<file path="src/rtl/xor_reduce_accum_if.sv">
// Stream bundle for xor_reduce_accum: beat input (I*) and frame-result output (O*).
// Both directions: a transfer happens on a rising CLK edge where valid && ready; valid never waits on ready.
interface xor_reduce_accum_if #(
    parameter int WIDTH = 4,
    parameter int NCH   = 4,
    parameter int CNTW  = 8
);
    logic [NCH*WIDTH-1:0] I;
    logic                 I_valid;
    logic                 I_last;
    logic                 I_ready;
    logic [WIDTH-1:0]     O;
    logic [CNTW-1:0]      O_beats;
    logic                 O_valid;
    logic                 O_ready;

    modport master (
        output I, I_valid, I_last, O_ready,
        input  I_ready, O, O_beats, O_valid
    );

    modport slave (
        input  I, I_valid, I_last, O_ready,
        output I_ready, O, O_beats, O_valid
    );
endinterface

</file>
<file path="src/rtl/xor_reduce_accum.sv">
// Streaming frame checksum: per-beat XOR reduction of NCH channels through a 4-ary tree,
// XOR-accumulated until I_last, then held as O/O_beats until the downstream handshake.
module xor_reduce_accum #(
    parameter int WIDTH     = 4,
    parameter int NCH       = 4,
    parameter int PIPELINED = 1,
    parameter int CNTW      = 8
) (
    input  logic                   CLK,
    input  logic                   ASYNCRESETN,
    xor_reduce_accum_if.slave      bus,
    output logic [1:0]             dbg_state
);

    function automatic int level_n(input int k);
        int n;
        n = NCH;
        for (int i = 0; i < k; i++) n = (n + 3) / 4;
        return n;
    endfunction

    function automatic int tree_depth(input int nch);
        int n;
        int l;
        n = nch;
        l = 0;
        while (n > 1) begin
            n = (n + 3) / 4;
            l++;
        end
        return l;
    endfunction

    localparam int L   = tree_depth(NCH);
    localparam int D   = (PIPELINED != 0) ? L : 0;
    localparam int DCW = 4;

    typedef enum logic [1:0] {
        ACCUM = 2'd0,
        DRAIN = 2'd1,
        HOLD  = 2'd2
    } state_t;

    state_t           state;
    logic             live;
    logic [WIDTH-1:0] acc;
    logic [CNTW-1:0]  beats;
    logic [DCW-1:0]   drain_cnt;
    logic             o_valid;
    logic             i_ready;
    logic             accept;
    logic [WIDTH-1:0] tree_out;
    logic             tree_valid;

    // live holds I_ready low until the first edge after reset release.
    assign i_ready = live && (state == ACCUM);
    assign accept  = bus.I_valid && i_ready;

    if (L == 0) begin : g_bypass
        assign tree_out   = bus.I;
        assign tree_valid = accept;
    end else begin : g_tree
        for (genvar k = 0; k < L; k++) begin : lv
            localparam int NIN  = level_n(k);
            localparam int NOUT = level_n(k + 1);

            logic [NIN*WIDTH-1:0]  din;
            logic [NOUT*WIDTH-1:0] x;
            logic [NOUT*WIDTH-1:0] dout;
            logic                  vin;
            logic                  vout;

            if (k == 0) begin : g_src
                assign din = bus.I;
                assign vin = accept;
            end else begin : g_src
                assign din = lv[k-1].dout;
                assign vin = lv[k-1].vout;
            end

            // A trailing group with fewer than 4 members just XORs what it has.
            always_comb begin
                x = '0;
                for (int j = 0; j < NOUT; j++) begin
                    for (int g = 0; g < 4; g++) begin
                        if (4 * j + g < NIN) begin
                            x[j*WIDTH +: WIDTH] = x[j*WIDTH +: WIDTH] ^ din[(4*j+g)*WIDTH +: WIDTH];
                        end
                    end
                end
            end

            if (PIPELINED != 0) begin : g_reg
                always_ff @(posedge CLK or negedge ASYNCRESETN) begin
                    if (!ASYNCRESETN) begin
                        dout <= '0;
                        vout <= 1'b0;
                    end else begin
                        dout <= x;
                        vout <= vin;
                    end
                end
            end else begin : g_comb
                assign dout = x;
                assign vout = vin;
            end
        end

        assign tree_out   = lv[L-1].dout;
        assign tree_valid = lv[L-1].vout;
    end

    // DRAIN waits D cycles so the last beat reaches acc before HOLD; O_valid follows HOLD by one edge.
    always_ff @(posedge CLK or negedge ASYNCRESETN) begin
        if (!ASYNCRESETN) begin
            state     <= ACCUM;
            live      <= 1'b0;
            acc       <= '0;
            beats     <= '0;
            drain_cnt <= '0;
            o_valid   <= 1'b0;
        end else begin
            live <= 1'b1;
            if (tree_valid) begin
                acc <= acc ^ tree_out;
                if (beats != '1) beats <= beats + 1'b1;
            end
            case (state)
                ACCUM: begin
                    if (accept && bus.I_last) begin
                        if (D > 0) begin
                            state     <= DRAIN;
                            drain_cnt <= DCW'(D);
                        end else begin
                            state <= HOLD;
                        end
                    end
                end
                DRAIN: begin
                    if (drain_cnt == DCW'(1)) begin
                        state     <= HOLD;
                        drain_cnt <= '0;
                    end else begin
                        drain_cnt <= drain_cnt - 1'b1;
                    end
                end
                HOLD: begin
                    if (o_valid && bus.O_ready) begin
                        state   <= ACCUM;
                        o_valid <= 1'b0;
                        acc     <= '0;
                        beats   <= '0;
                    end else begin
                        o_valid <= 1'b1;
                    end
                end
                default: state <= ACCUM;
            endcase
        end
    end

    assign bus.I_ready = i_ready;
    assign bus.O       = acc;
    assign bus.O_beats = beats;
    assign bus.O_valid = o_valid;
    assign dbg_state   = state;

endmodule

</file>
<file path="src/flat_wrapper.sv">
// flat-port wrapper written by rule: the top's interface ports become plain ports
module xor_reduce_accum_flat 
#(
    parameter int WIDTH     = 4,
    parameter int NCH       = 4,
    parameter int PIPELINED = 1,
    parameter int CNTW      = 8
)
  (CLK, ASYNCRESETN, dbg_state, bus_I, bus_I_valid, bus_I_last, bus_O_ready, bus_I_ready, bus_O, bus_O_beats, bus_O_valid);
  xor_reduce_accum_if #(.WIDTH(WIDTH), .NCH(NCH), .CNTW(CNTW)) bus_i ();
  input  logic CLK;
  input  logic ASYNCRESETN;
  output logic [1:0] dbg_state;
  input wire logic [$bits(bus_i.I)-1:0] bus_I;
  input wire logic [$bits(bus_i.I_valid)-1:0] bus_I_valid;
  input wire logic [$bits(bus_i.I_last)-1:0] bus_I_last;
  input wire logic [$bits(bus_i.O_ready)-1:0] bus_O_ready;
  output wire logic [$bits(bus_i.I_ready)-1:0] bus_I_ready;
  output wire logic [$bits(bus_i.O)-1:0] bus_O;
  output wire logic [$bits(bus_i.O_beats)-1:0] bus_O_beats;
  output wire logic [$bits(bus_i.O_valid)-1:0] bus_O_valid;
  assign bus_i.I = bus_I;
  assign bus_i.I_valid = bus_I_valid;
  assign bus_i.I_last = bus_I_last;
  assign bus_i.O_ready = bus_O_ready;
  assign bus_I_ready = bus_i.I_ready;
  assign bus_O = bus_i.O;
  assign bus_O_beats = bus_i.O_beats;
  assign bus_O_valid = bus_i.O_valid;
  xor_reduce_accum #(.WIDTH(WIDTH), .NCH(NCH), .PIPELINED(PIPELINED), .CNTW(CNTW)) u_core (.CLK(CLK), .ASYNCRESETN(ASYNCRESETN), .bus(bus_i), .dbg_state(dbg_state));
endmodule
</file>
<file path="config.mk">
export PLATFORM = sky130hd
export DESIGN_NAME = xor_reduce_accum_flat
export DESIGN_NICKNAME = d
export VERILOG_FILES = /design/src/rtl/xor_reduce_accum_if.sv /design/src/rtl/xor_reduce_accum.sv /design/src/flat_wrapper.sv
export SDC_FILE = /design/constraint.sdc
export NUM_CORES = 1
export LEC_CHECK = 0
export BUFFER_PORTS_ARGS = -buffer_cell sky130_fd_sc_hd__clkbuf_2
export CORE_UTILIZATION = 45
export CTS_CLUSTER_SIZE = 16
export DETAILED_ROUTE_END_ITERATION = 10
export GPL_TIMING_DRIVEN = 0
export HOLD_SLACK_MARGIN = 0.03
export MAX_ROUTING_LAYER = met4
export PLACE_DENSITY = 0.74
export SLEW_MARGIN = 20
export SYNTH_ARGS = -nofsm -noshare
export SYNTH_HDL_FRONTEND = slang
export SYNTH_SLANG_ARGS = --single-unit
</file>
<file path="constraint.sdc">
create_clock -name CLK -period 1.6 [get_ports CLK]
set_clock_uncertainty 0.15 [all_clocks]
set_input_delay 0.16 -clock CLK [delete_from_list [all_inputs] [get_ports CLK]]
set_output_delay 0.16 -clock CLK [all_outputs]
set_load 0.05 [all_outputs]
</file>
* Word-level counts from Yosys, hierarchy flattened
Cells that the tools add are included.
** Word-level totals
- Input port bits :: 21
- Flip-flop bits (word level) :: 25
** Cells by class
- Mux-type cells :: 15
- Equal/unequal tests :: 7
- Bitwise operators :: 4
- $add $sub $neg :: 2
- Reduce and logical (&&, ||, !) cells :: 8
** Operators with widths (count)
- $mux W8 :: 4
- $mux W4 :: 5
- $xor A4 B4 Y4 :: 4
- $add A8 B1 Y8 const B :: 1
- $ne A8 B8 Y1 const B :: 1
- $pmux W4 S2 :: 1
- $mux W2 :: 3
- $pmux W2 S3 :: 1
- $eq A4 B1 Y1 const B :: 1
- $logic_and A1 B1 Y1 :: 4
- $ne A2 B1 Y1 const B :: 2
- $sub A4 B1 Y4 const B :: 1
- $reduce_and A3 Y1 :: 1
- $eq A2 B1 Y1 const B :: 1
- $eq A2 B2 Y1 const B :: 1
- $logic_not A2 Y1 :: 1
- $ne A2 B2 Y1 const B :: 1
- $reduce_and A2 Y1 :: 1
- $reduce_bool A2 Y1 :: 1
- $mux W1 :: 1

* Longest topological paths before layout
Gate-level depths: netlist of run 1.
- Word-level depth :: 6
- Depth in mapped cells :: 6

* Least setup slack after synthesis of run 1
OpenSTA, ideal clock, no wires.
- Path type :: register to register
- From :: reg u_core.state[1], in the netlist u_core.dbg_state[1]
- To :: reg u_core.state[0], in the netlist u_core.dbg_state[0]
- Slack :: -0.804 ns
- Data arrival time :: 2.183 ns
- Data required time :: 1.379 ns
- Stages on the path, launching flop included :: 4
- Buffers on the path :: 0
- Path through :: dfrtp_1 nor3b_1 nand3_1 nand2_1
** On the way
- Longest elaborated chain between the ends :: 6
- Elaborated cells on any way between the ends :: 11
- Classes of those cells :: eq/ne (5); mux (1); reduce/logical (5)
** Ends and longest elaborated chain
- start: declaration :: RTL line xor_reduce_accum.sv:44 : state_t state;
- start signal: assignment :: RTL line xor_reduce_accum.sv:116 : state <= ACCUM;
- start signal: assignment :: RTL line xor_reduce_accum.sv:132 : state <= DRAIN;
- start signal: assignment :: RTL line xor_reduce_accum.sv:135 : state <= HOLD;
- $logic_not A2 Y1 :: RTL line xor_reduce_accum.sv:56 : assign i_ready = live && (state == ACCUM);
- $logic_and A1 B1 Y1 :: RTL line xor_reduce_accum.sv:56
- via bus_I_ready :: RTL line flat_wrapper.sv:18 : output wire logic [$bits(bus_i.I_ready)-1:0] bus_I_ready;
- $logic_and A1 B1 Y1 :: RTL line xor_reduce_accum.sv:57 : assign accept = bus.I_valid && i_ready;
- $logic_and A1 B1 Y1 :: RTL line xor_reduce_accum.sv:130 : if (accept && bus.I_last) begin
- $ne A2 B2 Y1 (no source line)
- $reduce_and A3 Y1 (no source line)
The timed path passes the listed nets, and every way through them passes these cells.
A chain may end at the register's enable or synchronous reset.

* Final worst setup path of run 1
- From :: reg u_core.drain_cnt[1]
- To :: reg u_core.drain_cnt[2]
** On the way
- Longest elaborated chain between the ends :: 3
- Elaborated cells on any way between the ends :: 4
- Classes of those cells :: add/sub (1); eq/ne (1); mux (2)
** Ends and longest elaborated chain
- start: declaration :: RTL line xor_reduce_accum.sv:48 : logic [DCW-1:0] drain_cnt;
- start signal: assignment :: RTL line xor_reduce_accum.sv:133 : drain_cnt <= DCW'(D);
- start signal: assignment :: RTL line xor_reduce_accum.sv:144 : drain_cnt <= drain_cnt - 1'b1;
- $sub A4 B1 Y4 or $eq A4 B1 Y1 (tied branches) :: RTL line xor_reduce_accum.sv:144, xor_reduce_accum.sv:140
- $mux W4 * :: RTL line xor_reduce_accum.sv:140 : if (drain_cnt == DCW'(1)) begin
- $pmux W4 S2 * :: RTL line xor_reduce_accum.sv:128 : case (state)
Mark *: on every way between the ends. The rest lies on a longest branch, timed or not.

==> results of run 1 <==
==> registers in the layout, summed over array words and instances (netlist names) <==
signal	count
u_core.bus.O	4
u_core.bus.O_beats	8
u_core.bus.O_valid	1
u_core.dbg_state	2
u_core.drain_cnt	4
u_core.g_tree.lv.dout	4
u_core.g_tree.lv.vout	1
u_core.live	1
==> worst max path at each step <==
stage | from | to | slack (ns)
after detailed placement | u_core.drain_cnt[1] | u_core.drain_cnt[2] | -0.08
after global placement | u_core.drain_cnt[1] | u_core.drain_cnt[2] | -0.02
after CTS | u_core.drain_cnt[1] | u_core.drain_cnt[2] | -0.001
after floorplan | u_core.bus.O_beats[5] | u_core.bus.O_beats[1] | -0.06
after global routing | u_core.drain_cnt[1] | u_core.drain_cnt[2] | -0.06
final | u_core.drain_cnt[1] | u_core.drain_cnt[2] | -0.01
==> cell families (layout without fill, tap and decap cells) <==
group | count (synthesis) | after routing | share of synthesized area [%]
xor gates and xnor gates | 19 | 19 | 13.7
AOI/OAI and AO/OA | 19 | 19 | 9.90
adders and majority gates | 3 | 3 | 3.09
muxes | 2 | 2 | 1.65
buffers and inverters | 5 | 70 | 1.86
DFF | 25 | 25 | 51.5
other | 1 | 1 | 0.309
and+or+nand+nor | 43 | 43 | 17.9
==> per-stage QoR <==
stage                     hold slack (ns)  instance area [um2]  setup TNS, ns
final                              0.0450                 1770        -0.0120
after global routing               0.0590                 1770         -0.117
after CTS                           0.252                 1720       -0.00136
after detailed placement           0.0557                 1470        -0.0793
after global placement             0.0488                 1470        -0.0175
after floorplan                    -0.286                 1250         -0.155
==> where the power goes <==
group | switching (mW) | leakage [nW] | total, mW | internal [mW]
Clock | 0.186 | 0.0150 | 0.284 | 0.0971
Combinational | 1.24 | 0.513 | 1.91 | 0.666
Sequential | 0.292 | 0.299 | 1.20 | 0.904
==> cells in the mapped netlist <==
| master | n |
|---|---|
| a41oi_1 | 1 |
| inv_1 | 3 |
| nand4_1 | 2 |
| a21oi_1 | 5 |
| ha_1 | 3 |
| a21o_1 | 1 |
| buf_4 | 1 |
| o21ai_0 | 5 |
| o22ai_1 | 1 |
| mux2i_1 | 2 |
| o31ai_1 | 1 |
| a211oi_1 | 1 |
| nor3_1 | 5 |
| a31oi_1 | 1 |
| nand3_2 | 1 |
| or4_1 | 1 |
| conb_1 | 1 |
| o2111a_1 | 1 |
| nand3_1 | 3 |
| o211ai_1 | 1 |
| nor2_1 | 14 |
| xor2_1 | 10 |
| or3b_2 | 1 |
| nand2b_1 | 3 |
| xnor2_1 | 9 |
| and2_1 | 1 |
| and3_2 | 1 |
| dfrtp_1 | 25 |
| nor3b_1 | 2 |
| and4_1 | 1 |
| nand2_1 | 8 |
| a21boi_0 | 1 |
| buf_1 | 1 |
==> what timing repair did <==
action | in CTS | in global routing
hold endpoints to repair | 32 | 1
setup endpoints to repair | 3 | 15
buffers inserted | 2 | 4
gates resized for setup | 3 | 9
hold buffers | 20 | 1
pin swaps | 1 | 2
==> layer usage <==
metal / vias to the layer above / GRT usage [%] / share of wire [%]
met2: 24 / 38.7 / 53
met5: - / - / 0
met4: 0 / 2.19 / 0.28
li1: 530 / - / -
met3: 2 / 3.67 / 2.8
met1: 514 / 27.1 / 43
==> worst register-to-register path: stages, from the launching register on <==
cell	delay, ns
dfrtp_1	0.42
inv_2	0.09
ha_4	0.13
or3b_4	0.40
nand2b_4	0.10
o21ai_2	0.05
a21o_1	0.18
==> final cells by class <==
| class | count | area, um2 |
|---|---|---|
| inverter | 3 | 11.3 |
| timing repair buffer | 61 | 422 |
| tap | 30 | 37.5 |
| buffer | 2 | 12.5 |
| sequential | 25 | 634 |
| fill | 205 | 749 |
| clock buffer | 4 | 26.3 |
| multi-input combinational | 87 | 629 |
==> results.toml, run 1 <==
[status]
status = "complete, but fails checks"
failed_checks = "negative setup slack"

[timing]
finalCritPeriodShare_pct = 101
worstMarginPinSlew_ns = 0.618
max_slew_margin_pct = 58.8
clock.fmax_mhz = 620
setup_viol = 1
maxSlewViolCount = 0
rsz0062_at_grt = "true"
setup_ws_ns = -0.0120
period_minus_slack_ns = 1.61
hold_viol = 0

[global_routing]
grt_max_degree = 26
overflow = 0
grtUsageTotal_pct = 22.0
antenna_found_initial = 0
grt_pass1_wl_um = 4450
first_global_vias = 1015

[logic_synthesis]
synthCells = 117
synth_area_leaders = "dfrtp_1 (52%), xor2_1 (7.2%), xnor2_1 (6.5%)"
synth_nets = 141
ys_seq_elements = 25
synth_top_area_share_pct = 51.5
syn_area_um2 = 1210
synth_cell_types = 33
synth-seq-area-share_pct = 51.5
synth_top_area_cell = "dfrtp_1"
yosys_warnings = 0
syn_avg_cell_area_um2 = 10.4

[routing]
vias = 1070
vias_per_cell = 5.05
routedWlPerCell_um = 13.3
ant_nets = 0
drc = 0
first_pass_iters = 3
drt-initial-drc-count = 10
routed_wl_um = 2810

[hold_path]
min_path_type = "input pin to register"
worstHoldStart = "bus_I[5]"
hold_depth = 3
hold_end = "u_core.g_tree.lv[0].dout[1]"

[setup_path]
arrival_ns = 1.68
crit_type = "register to register"
cpPeakStageDelay_ns = 0.42
crit_fanout = 4
worst-path-buf-inv = 1
r2r_setup_slack_ns = -0.01
cp_cell_sequence = "inv_2, ha_4, or3b_4, nand2b_4, o21ai_2, a21o_1"
r2r-start = "u_core.drain_cnt[1]"
cp_slowest_cell = "dfrtp_1"
crit_path_start_kind = "register"
rr_worst_depth = 6
cp_top_family = "simple AND/OR/NAND/NOR gates"
required_ns = 1.67
regToRegEndpoint = "u_core.drain_cnt[2]"
end_kind = "register"
crit_cells = 6

[die]
die_w_um = 53.9
dieHeight_um = 53.9
num_rows = 18
core_area_um2 = 2520
ioPinCount = 37
floorplan.initialDensity_pct = 48.1
design.die.area_um2 = 2910

[flow_run]
max_cap_violations = 0

[placed_design]
hpwl_um = 1800
placedCellCount = 183
dp_slack_ns = -0.0793
routabilityCongestion = 0.785
place.port_buffers = 36

[final_layout]
syn2layout_area_growth_pct = 46.1
layout_common_cells = "clkbuf_2 (36), dlygate4sd3_1 (19), dfrtp_1 (18), nor2_1 (13), xor2_1 (10)"
nets = 207
final_common_cell = "clkbuf_2"
fin_util_pct = 70.3
diodes = 0
drive_above_1_share_pct = 36.3
final_cells = 212

[power_and_ir_drop]
ir_worst_vdd_v = 0.00116
p_leak_nw = 0.827
p_per_area_nw_per_um2 = 1910
total_power_mw = 3.39

[clock_tree]
clockRootBuffer = "clkbuf_4"
clockBufferDepth = 2
cts_tree = "yes"
insertion_delay_ns = 0.31
cts_buffers = 3
clk_pin_slew_ns = 0.14
h-tree-depth = 1
cts.sinks = 25
Note: power is estimated with default switching activity, not from simulation.
==> run 2, diff against run 1 <==
--- a/config.mk
+++ b/config.mk
@@ -13,6 +13,7 @@
 export HOLD_SLACK_MARGIN = 0.03
 export MAX_ROUTING_LAYER = met4
 export PLACE_DENSITY = 0.74
+export REMOVE_ABC_BUFFERS = 1
 export SLEW_MARGIN = 20
 export SYNTH_ARGS = -nofsm -noshare
 export SYNTH_HDL_FRONTEND = slang
==> run 2 against run 1 <==
Cell area is 0.78% higher. Hold slack improved by 0.19 ns. Via count grew 3.6%. Clock-buffer cell count fell by 1. Sequential share of layout area decreased by 0.49 points. Combinational power rose by 3%. Total power up 1.6%. The run still ends with negative setup slack left.
==> results.toml, run 2 (synthesis results as in run 1) <==
[timing]
setup_viol = 1
max_slew_margin_pct = 57.6
clock.fmax_mhz = 615
finalCritPeriodShare_pct = 102
maxSlewViolCount = 0
period_minus_slack_ns = 1.62
hold_viol = 0
hold_ws_ns = 0.232
worstMarginPinSlew_ns = 0.636
setup_ws_ns = -0.0249
rsz0062_at_grt = "true"

[placed_design]
place.port_buffers = 36
placedCellCount = 181
routabilityCongestion = 0.798
hpwl_um = 1670

[global_routing]
grt_pass1_wl_um = 4050
first_global_vias = 984
grtUsageTotal_pct = 20.0
grt_max_degree = 26
antenna_found_initial = 0
overflow = 0

[clock_tree]
cts.sinks = 25
insertion_delay_ns = 0.31
clk_pin_slew_ns = 0.13
h-tree-depth = 1
clockBufferDepth = 2
cts_tree = "yes"
clockRootBuffer = "clkbuf_4"
cts_buffers = 3

[die]
core_area_um2 = 2520
num_rows = 18
dieHeight_um = 53.9
ioPinCount = 37
die_w_um = 53.9
floorplan.initialDensity_pct = 48.1
design.die.area_um2 = 2910

[routing]
first_pass_iters = 4
routedWlPerCell_um = 13.0
drc = 0
vias_per_cell = 5.18
ant_nets = 0
drt-initial-drc-count = 24
routed_wl_um = 2780
vias = 1109

[final_layout]
multi_input_area_um2 = 622
largest_register_ff_count = 8
nets = 209
diodes = 0
seq_area_um2 = 631
drive_above_1_share_pct = 34.8
fillers = 193
final_cells = 214
fin_util_pct = 70.8
final_common_cell = "clkbuf_2"
layout_common_cells = "clkbuf_2 (35), dfrtp_1 (21), dlygate4sd3_1 (20), nor2_1 (13), xor2_1 (10)"
syn2layout_area_growth_pct = 47.2

[setup_path]
end_kind = "register"
arrival_ns = 1.70
crit_type = "register to register"
rr_worst_depth = 6
crit_fanout = 4
r2r_setup_slack_ns = -0.02
required_ns = 1.67
regToRegEndpoint = "u_core.drain_cnt[2]"
r2r-start = "u_core.drain_cnt[1]"
crit_path_start_kind = "register"

[power_and_ir_drop]
p_sw_share_pct = 50.7
p_per_area_nw_per_um2 = 1930
ir_worst_vdd_v = 0.00112
p_sw_mw = 1.75
pwr-share-clk_pct = 8.0
seqPwrFrac_pct = 34.9
p_leak_nw = 0.839
total_power_mw = 3.44
comb_power_share_pct = 57.0
power.internal_mw = 1.70

[hold_path]
min_path_type = "input pin to asynchronous set/reset pin"

[flow_run]
max_cap_violations = 0

[status]
failed_checks = "negative setup slack"
status = "complete, but fails checks"
run 2: cell types whose count changed in the layout (fill, tap and decap cells not counted):
| cell | change |
|---|---|
| dfrtp_2 | -3 |
| dlygate4sd3_1 | +1 |
| dfrtp_1 | +3 |
| xnor2_1 | +1 |
| buf_8 | +1 |
| clkbuf_1 | -1 |
| buf_4 | +2 |
| clkinv_2 | +1 |
| buf_6 | -1 |
| clkbuf_2 | -1 |
| xnor2_2 | -1 |
run 2: layer usage:
metal,part of all wire [%],global-route usage (%),up-vias
li1,-,-,535
met1,42,23.1,532
met2,53,34.2,36
met3,3.1,2.82,6
met4,1.7,8.33,0
met5,0,-,-
run 2: final cells by class:
cell class                 instances  share of cell area (%)
inverter                           3                   0.630
timing repair buffer              65                    25.6
clock inverter                     1                   0.280
clock buffer                       3                    1.26
multi-input combinational         87                    34.8
sequential                        25                    35.3
tap                               30                    2.10
run 2: timing repair:
action,4_1_cts,5_1_grt
pin swaps,3,4
buffers inserted,3,6
hold buffers,20,0
hold endpoints to repair,32,0
endpoints found under the setup margin,8,6
gates resized for setup,11,10
run 2: worst max-delay path by stage:
stage / startpoint / end / slack, ns
final: u_core.drain_cnt[1] / u_core.drain_cnt[2] / -0.02
after global routing: u_core.drain_cnt[1] / u_core.drain_cnt[2] / -0.06
after CTS: u_core.drain_cnt[1] / u_core.drain_cnt[2] / 0.0007
after detailed placement: u_core.drain_cnt[1] / u_core.drain_cnt[2] / -0.20
after global placement: u_core.bus.O_beats[0] / u_core.bus.O_beats[5] / -0.14
after floorplan: u_core.dbg_state[1] / u_core.dbg_state[0] / -0.80
run 2: per-stage QoR:
stage / setup slack (ns) / area [um2] / TNS, ns
floorplan: -0.804 / 1200 / -3.55
global placement: -0.138 / 1420 / -0.478
detailed placement: -0.196 / 1420 / -0.635
CTS: 0.000718 / 1720 / 0
global route: -0.0626 / 1790 / -0.0926
finish: -0.0249 / 1790 / -0.0249
run 2: power groups by stage:
| stage | clock [mW] | combinational, mW | sequential (mW) |
|---|---|---|---|
| final | 0.277 | 1.96 | 1.20 |
| after floorplan | 0 | 0.580 | 1.77 |
| after detailed placement | 0 | 1.58 | 1.19 |
| after global routing | 0.317 | 2.09 | 1.24 |
| after global placement | 0 | 1.52 | 1.17 |
| after CTS | 0.292 | 1.81 | 1.19 |
run 2: critical path, stage by stage (launching register included):
cell and delay, ns:
dfrtp_1 0.43, inv_2 0.10, ha_4 0.12, or3b_4 0.40, nand2b_4 0.10, o21ai_2 0.05, a21o_1 0.18
==> run 3, diff against run 2 <==
--- a/config.mk
+++ b/config.mk
@@ -6,6 +6,8 @@
 export NUM_CORES = 1
 export LEC_CHECK = 0
 export BUFFER_PORTS_ARGS = -buffer_cell sky130_fd_sc_hd__clkbuf_2
+export CAP_MARGIN = 10
+export CORE_ASPECT_RATIO = 0.7
 export CORE_UTILIZATION = 45
 export CTS_CLUSTER_SIZE = 16
 export DETAILED_ROUTE_END_ITERATION = 10
@@ -14,6 +16,7 @@
 export MAX_ROUTING_LAYER = met4
 export PLACE_DENSITY = 0.74
 export REMOVE_ABC_BUFFERS = 1
+export SKIP_CTS_REPAIR_TIMING = 1
 export SLEW_MARGIN = 20
 export SYNTH_ARGS = -nofsm -noshare
 export SYNTH_HDL_FRONTEND = slang
==> run 3 against run 2 <==
The flow still finishes with violations (negative setup slack). Global-route usage decreased by 1.5 points. Worst setup slack lost 0.0085 ns. Highest routed layer unchanged. Via count shrank 7.1%. Clock-buffer cell count did not move. Register-to-register slack gained 0.04 ns. Final cell count is 7.9% lower. Hold slack got worse by 0.20 ns. Cell area fell by 11%. Critical path depth decreased by 4. Sequential power about the same. Die area rose by 0.12%. Sequential share of layout area increased by 4.2 points.
==> results.toml, run 3 (synthesis results as in run 1) <==
[final_layout]
nets = 188
final_common_cell = "clkbuf_2"
drive_above_1_share_pct = 36.2
layout_common_cells = "clkbuf_2 (35), dfrtp_1 (21), nor2_1 (13), xor2_1 (10), xnor2_1 (9)"
largest_register_ff_count = 8
syn2layout_area_growth_pct = 31.4
diodes = 0
final_cells = 197

[global_routing]
antenna_found_initial = 0
first_global_vias = 918
grt_max_degree = 26
grtUsageTotal_pct = 18.4
overflow = 0
grt_pass1_wl_um = 3880

[routing]
drc = 0
first_pass_iters = 4
drt-initial-drc-count = 41
routedWlPerCell_um = 13.6
ant_nets = 0
vias_per_cell = 5.23
vias = 1030
routed_wl_um = 2680

[flow_run]
max_cap_violations = 0

[clock_tree]
h-tree-depth = 1
cts_buffers = 3
cts_tree = "yes"
clockBufferDepth = 2
clockRootBuffer = "clkbuf_8"
insertion_delay_ns = 0.27
cts.sinks = 25
clk_pin_slew_ns = 0.09

[setup_path]
end_kind = "output port"
required_ns = 1.29
cp_top_family = "flip-flops"
arrival_ns = 1.32
cp_slowest_cell = "dfrtp_1"
cpPeakStageDelay_ns = 0.46
crit_type = "register to output port"
worst-path-buf-inv = 1
crit_fanout = 6
crit_path_start_kind = "register"
cp_cell_sequence = "nor3b_2, buf_4"

[power_and_ir_drop]
p_leak_nw = 0.749
ir_worst_vdd_v = 0.000784
p_per_area_nw_per_um2 = 2120

[placed_design]
routabilityCongestion = 0.851
placedCellCount = 185
hpwl_um = 1750
place.port_buffers = 36

[die]
num_rows = 15
die_w_um = 64.1
core_area_um2 = 2510
design.die.area_um2 = 2910
ioPinCount = 37
dieHeight_um = 45.5
floorplan.initialDensity_pct = 48.3

[timing]
hold_viol = 0
rsz0062_at_grt = "true"
clock.fmax_mhz = 612
max_slew_margin_pct = 59.5
maxSlewViolCount = 0
period_minus_slack_ns = 1.63
worstMarginPinSlew_ns = 0.608
setup_ws_ns = -0.0334
timing.setup.tns_ns = -0.0334
finalCritPeriodShare_pct = 102
setup_viol = 1

[status]
failed_checks = "negative setup slack"
status = "complete, but fails checks"

[hold_path]
min_path_type = "input pin to register"
[run 3: changes by cell type in the layout (fill, tap and decap cells not counted)]
cell,delta
buf_8,-1
o21ai_1,+1
nor3b_2,+1
clkbuf_4,-3
buf_4,-3
nor3b_4,-1
dlygate4sd3_1,-17
clkbuf_8,+3
clkinvlp_4,+1
o21ai_2,-1
clkinv_2,-1
[run 3: where the power goes]
group          internal [mW]  switching [mW]
Combinational          0.584            1.20
Clock                  0.177           0.205
Sequential             0.898           0.321
[run 3: worst paths after layout]
path | start | cells past startpoint | to | slack (ns)
setup / recovery | u_core.dbg_state[0] | 2 | bus_I_ready | -0.03
hold / removal | bus_I[0] | 3 | u_core.g_tree.lv[0].dout[0] | 0.03
setup reg to reg | u_core.drain_cnt[1] | 6 | u_core.drain_cnt[2] | 0.02
hold reg to reg | u_core.bus.O[2] | 2 | u_core.bus.O[2] | 0.40
max in group asynchronous | ASYNCRESETN | 2 | u_core.bus.O_beats[0] | 0.60
min in group asynchronous | ASYNCRESETN | 2 | u_core.drain_cnt[3] | 0.27
[run 3: cell type report]
class,count,area [um2]
Multi-Input combinational cell,87,612
Clock buffer,3,41.3
Sequential cell,25,631
Timing Repair Buffer,44,250
Inverter,3,11.3
Clock inverter,1,7.51
Fill cell,216,920
Tap cell,34,42.5
[run 3: per-layer routing]
layer  global-route usage (%)  wire length, um
met5                        -                0
met4                     5.45               43
met3                     4.50              145
met2                     32.8             1330
met1                     21.2             1160
[run 3: stage by stage]
step           hold WS (ns)  setup WS [ns]  area (um2)  power (mW)  utilization (%)
4_1_cts              -0.250         -0.217        1470        3.16             58.6
6_report             0.0288        -0.0334        1600        3.39             63.4
5_1_grt              0.0374        -0.0756        1600        3.59             63.4
2_1_floorplan        -0.286         -0.804        1200        2.35                -
3_5_place_dp         0.0510         -0.196        1430        2.78             56.7
3_3_place_gp         0.0511         -0.148        1430        2.70             56.7
[run 3: worst register-to-register path: stages, from the launching register on]
cell and delay (ns):
dfrtp_1 0.40, inv_2 0.10, ha_4 0.13, or3b_4 0.40
nand2b_4 0.09, o21ai_1 0.06, a21o_1 0.16
